--- src/rtl/mul_seq.sv ---
// Shift-and-add sequencer for ARM MUL/MLA (low WIDTH bits of a*b [+c]).
// Borrows the core's shared adder through add_a/add_b/add_s while in RUN.
module mul_seq #(
  parameter int WIDTH      = 32,
  parameter int EARLY_TERM = 1
) (
  input  logic             clk,
  input  logic             reset,
  input  logic             start,
  input  logic             accumulate,
  input  logic [WIDTH-1:0] a,
  input  logic [WIDTH-1:0] b,
  input  logic [WIDTH-1:0] c,
  output logic             busy,
  output logic             done,
  output logic [WIDTH-1:0] result,
  output logic             flag_n,
  output logic             flag_z,
  output logic             adder_req,
  output logic [WIDTH-1:0] add_a,
  output logic [WIDTH-1:0] add_b,
  input  logic [WIDTH-1:0] add_s
);

  localparam int CW = (WIDTH > 1) ? $clog2(WIDTH) : 1;

  typedef enum logic [1:0] {IDLE, RUN, DONE} state_e;

  state_e           state_q, state_d;
  logic [WIDTH-1:0] acc_q, acc_d;
  logic [WIDTH-1:0] mcand_q, mcand_d;
  logic [WIDTH-1:0] mplier_q, mplier_d;
  logic [CW-1:0]    count_q, count_d;
  logic [WIDTH-1:0] result_q, result_d;
  logic             busy_q, busy_d;
  logic             done_q, done_d;
  logic             adder_req_q, adder_req_d;
  logic             flag_n_q, flag_n_d;
  logic             flag_z_q, flag_z_d;
  logic             last_iter;

  // Last iteration: fixed count reached, or no multiplier bits left above bit 0.
  assign last_iter = (count_q == CW'(WIDTH-1)) ||
                     ((EARLY_TERM != 0) && (mplier_q[WIDTH-1:1] == '0));

  always_comb begin
    state_d  = state_q;
    acc_d    = acc_q;
    mcand_d  = mcand_q;
    mplier_d = mplier_q;
    count_d  = count_q;
    result_d = result_q;
    flag_n_d = flag_n_q;
    flag_z_d = flag_z_q;
    case (state_q)
      IDLE: begin
        if (start) begin
          mcand_d  = a;
          mplier_d = b;
          acc_d    = accumulate ? c : '0;
          count_d  = '0;
          state_d  = RUN;
        end
      end
      RUN: begin
        if (mplier_q[0]) acc_d = add_s;
        mcand_d  = mcand_q << 1;
        mplier_d = mplier_q >> 1;
        count_d  = count_q + CW'(1);
        if (last_iter) begin
          state_d  = DONE;
          result_d = acc_d;
          flag_n_d = acc_d[WIDTH-1];
          flag_z_d = (acc_d == '0);
        end
      end
      DONE:    state_d = IDLE;
      default: state_d = IDLE;
    endcase
    busy_d      = (state_d != IDLE);
    adder_req_d = (state_d == RUN);
    done_d      = (state_d == DONE);
  end

  always_ff @(posedge clk) begin
    if (reset) begin
      state_q     <= IDLE;
      acc_q       <= '0;
      mcand_q     <= '0;
      mplier_q    <= '0;
      count_q     <= '0;
      result_q    <= '0;
      busy_q      <= 1'b0;
      done_q      <= 1'b0;
      adder_req_q <= 1'b0;
      flag_n_q    <= 1'b0;
      flag_z_q    <= 1'b0;
    end else begin
      state_q     <= state_d;
      acc_q       <= acc_d;
      mcand_q     <= mcand_d;
      mplier_q    <= mplier_d;
      count_q     <= count_d;
      result_q    <= result_d;
      busy_q      <= busy_d;
      done_q      <= done_d;
      adder_req_q <= adder_req_d;
      flag_n_q    <= flag_n_d;
      flag_z_q    <= flag_z_d;
    end
  end

  assign busy      = busy_q;
  assign done      = done_q;
  assign result    = result_q;
  assign flag_n    = flag_n_q;
  assign flag_z    = flag_z_q;
  assign adder_req = adder_req_q;
  // Keep the shared adder quiet whenever the ALU owns it.
  assign add_a     = adder_req_q ? acc_q   : '0;
  assign add_b     = adder_req_q ? mcand_q : '0;

endmodule

--- config.mk ---
export PLATFORM = sky130hd
export DESIGN_NAME = mul_seq
export DESIGN_NICKNAME = d
export VERILOG_FILES = /design/src/rtl/mul_seq.sv
export SDC_FILE = /design/constraint.sdc
export NUM_CORES = 1
export LEC_CHECK = 0
export CAP_MARGIN = 20
export CORE_MARGIN = 2
export CORE_UTILIZATION = 46
export DETAILED_ROUTE_END_ITERATION = 7
export HOLD_SLACK_MARGIN = 0.03
export PLACE_DENSITY = 0.86
export SYNTH_ARGS = -nofsm -noshare
export SYNTH_HDL_FRONTEND = slang
export SYNTH_SLANG_ARGS = --single-unit
--- constraint.sdc ---
create_clock -name clk -period 2.3 [get_ports clk]
set_input_delay 0.46 -clock clk [delete_from_list [all_inputs] [get_ports clk]]
set_output_delay 0.46 -clock clk [all_outputs]
set_load 0.01 [all_outputs]
==> flow_summary.yaml <==
power_and_ir_drop:
  p_clk_share_pct: 42.8
  p_per_area_nw_per_um2: 705.9
  p_leak_nw: 3.859
  p_sw_w: 0.001709
  peakVddDrop_mv: 0.5184
  seqPwrFrac_pct: 39.5
  p_int_w: 0.005134
  swShare_pct: 24.98
  combPwrFrac_pct: 17.7
synth:
  ys_types: 39
  synth-xor-area-share_pct: 0
  synth_top_family_by_area: "simple AND/OR/NAND/NOR gates"
  synth_mux_area_share_pct: 4.996
  synth_edf_count: 0
  synth_top_cell_by_area: "dfxtp_1"
  ys_top_cells_by_area: "dfxtp_1, nor2_1, a2bb2oi_1"
  yosysWarnings: 0
  syn-num-nets: 933
  synth_compound_area_share_pct: 19.72
  synth_top_flop_cell: "dfxtp_1"
  synthDominantCellAreaShare_pct: 42.09
  netlist_area_um2: 6611
  ys_ff_latch: 139
  synthArstFlopShare_pct: 0
  avgSynthCellArea_um2: 8.275
  synth_cells: 799
  ys_seq_area_share_pct: 42.09
  yosysMostFrequentCell: "nor2_1"
  yosys-top-cells-count: "nor2_1, dfxtp_1, nor3_1"
  synth-simple-area-share_pct: 27.40
  synthAdderAreaFrac_pct: 0.3785
worst_hold_path:
  hp-class: "in -> reg"
  holdPathEnd: "busy"
  whs_path_depth: 3
  min-delay-start: "start"
worst_setup_path:
  cp_top_family: "buffers and inverters"
  cp.arrival_ps: 1750
  critPathLaunchType: "register"
  reg2reg_slack_ps: 330
  cp_num_buf_inv: 2
  crit_slowest_cell: "clkdlybuf4s50_1"
  critPathMaxFanout: 29
  reg2reg_from: "state_q[1]"
  max_stage_delay_ps: 560
  r2r_cells: 5
  timing.rr.end: "mplier_q[31]"
  end_kind: "output port"
  crit_chain: "buf_6 > and2_1 > clkdlybuf4s50_1"
  worstPathRequired_ps: 1840
  critical_path_class: "reg -> out"
sta:
  hold_violations: 0
  finClkSkew_ps: 9.314
  fin_crit_ps: 2209
  rsz0062_at_grt: "no"
  finalCritPeriodShare_pct: 96.04
  setup_tns_ps: 0
  slew_viol_final: 0
  relSlewSlack_pct: 52.73
  max_freq_mhz: 452.7
  setup_viol: 0
  worstMarginPinSlew_ps: 709.0
placement:
  place_congestion: 0.8400
  io_buffers: 232
  dpl.hpwl_um: 14520
global_route:
  grt_overflow_total: 0
  antenna_found_initial: 0
  track_usage_pct: 27.74
  grt_pass1_vias: 6521
  grt_max_degree: 76
  grt_pass1_wl_um: 33380
cts:
  cts_buffer_depth: 2
  cts-htree-levels: 4
  clkLatencyLatePin_ps: 420
  path_clk_slew_ps: 50
  clockRootBuffer: "clkbuf_16"
  cts_tree: "built"
  postCtsHoldBufs: 0
  cts_made_buffers: 17
  clock_sinks: 139
floorplanning:
  die_w_um: 123.9
  design.die.area_um2: 15350
  initial_core_util_pct: 47.45
  die_y_um: 123.9
  fp-row-count: 43
  core_um2: 13930
  ios: 233
run_status:
  violations: "design-rule violations"
  status: "finished with violations"
detailed_routing:
  wl_per_cell_um: 18.17
  ant_nets: 0
  firstDrtPassIters: 8
  viasPerCell: 5.779
  drt_iter0_drc: 617
  via_count: 6877
  drt_drc_violations_left: 1
  routed_wl_um: 21620
layout:
  fin_util_pct: 69.57
  syn_to_final_growth_pct: 46.63
  layout-drive-gt1-share_pct: 6.139
  antennaDiodeCount: 0
  final_net_count: 1131
run:
  maxCapViolations: 0
metal layers:
metal / track usage [%] / part of all wire, % / vias up / wire, um
met1: 36.40 / 41 / 3239 / 8920
met4: 13.85 / 4.2 / 0 / 917
met3: 5.403 / 6.6 / 61 / 1422
li1: - / - / 3254 / -
met5: 0 / 0 / - / 0
met2: 43.54 / 48 / 323 / 10360
stage by stage:
stage,setup slack [ps],hold WS [ps],instances,power (W),instance area [um2]
3_5_place_dp,241.5,450.3,1158,0.003948,9056
4_1_cts,44.74,463.4,1190,0.006864,9687
6_report,90.97,453.3,1190,0.006844,9694
2_1_floorplan,567.8,439.0,799,0.003418,6611
5_1_grt,31.65,476.5,1190,0.007110,9694
3_3_place_gp,249.4,443.6,1158,0.003922,9056
cells by family (layout without fill, tap and decap cells):
kind of cell,count (synthesis),after routing
compound gates,149,149
buf+inv,82,293
simple gates,394,394
flops,139,139
mux,33,33
fa+ha+maj,2,2
state kept, by name, summed over array words and instances (netlist names):
| name | count |
|---|---|
| mplier_q | 32 |
| adder_req | 1 |
| flag_z | 1 |
| count_q | 5 |
| result | 32 |
| mcand_q | 32 |
| state_q | 2 |
| done | 1 |
| busy | 1 |
| acc_q | 32 |
worst min-delay path: cells and delay by family:
kind | cells | cell delay [ps]
buffers and inverters | 1 | 120
AND/OR/NAND/NOR | 2 | 220
worst max path at each step:
stage | start | end | slack, ps | cells after the start
floorplan | count_q[0] | result[10] | 570 | 7
global placement | add_s[26] | flag_z | 250 | 6
detailed placement | add_s[26] | flag_z | 240 | 6
CTS | adder_req | add_b[26] | 40 | 3
global route | adder_req | add_b[25] | 30 | 3
finish | adder_req | add_a[12] | 90 | 3
power groups by stage:
stage               Sequential [W]  Clock [W]  Combinational, W
floorplan                  0.00269          0          0.000725
global placement           0.00274          0           0.00118
detailed placement         0.00275          0           0.00120
CTS                        0.00270    0.00296           0.00121
global route               0.00272    0.00307           0.00132
finish                     0.00270    0.00293           0.00121
timing repair:
item                                    CTS  global route
resized for setup                         0             2
setup buffers                             0             0
endpoints found under the setup margin    0            19
hold endpoints to repair                  0             0
cells in the final DEF (no fill, tap or decap), types with 2 or more instances in the layout:
| cell | n |
|---|---|
| clkinv_2 | 3 |
| a22oi_1 | 9 |
| a2bb2oi_1 | 59 |
| o22ai_1 | 2 |
| bufinv_16 | 4 |
| clkbuf_8 | 4 |
| ha_1 | 2 |
| buf_6 | 2 |
| buf_4 | 16 |
| nand4_1 | 4 |
| dfxtp_1 | 135 |
| nand2_1 | 3 |
| o2bb2ai_1 | 32 |
| dfxtp_2 | 4 |
| nor3_1 | 68 |
| inv_1 | 6 |
| a222oi_1 | 32 |
| nor2_1 | 226 |
| clkbuf_16 | 17 |
| buf_12 | 5 |
| o21ai_0 | 2 |
| mux2i_1 | 33 |
| a21oi_1 | 2 |
| a211oi_1 | 2 |
| clkdlybuf4s50_1 | 230 |
| clkbuf_1 | 4 |
| and2_1 | 66 |
| nor4_1 | 20 |
area by class of cell:
cell class / instances / area (um2)
inverters: 7 / 26.28
clock buffers: 25 / 495.5
repair buffers: 254 / 2550
multi-input cells: 578 / 3475
fillers: 1077 / 4240
flip-flops and latches: 139 / 2788
well taps: 180 / 225.2
clock inverters: 7 / 135.1
Power figures use the tool's default switching activity.
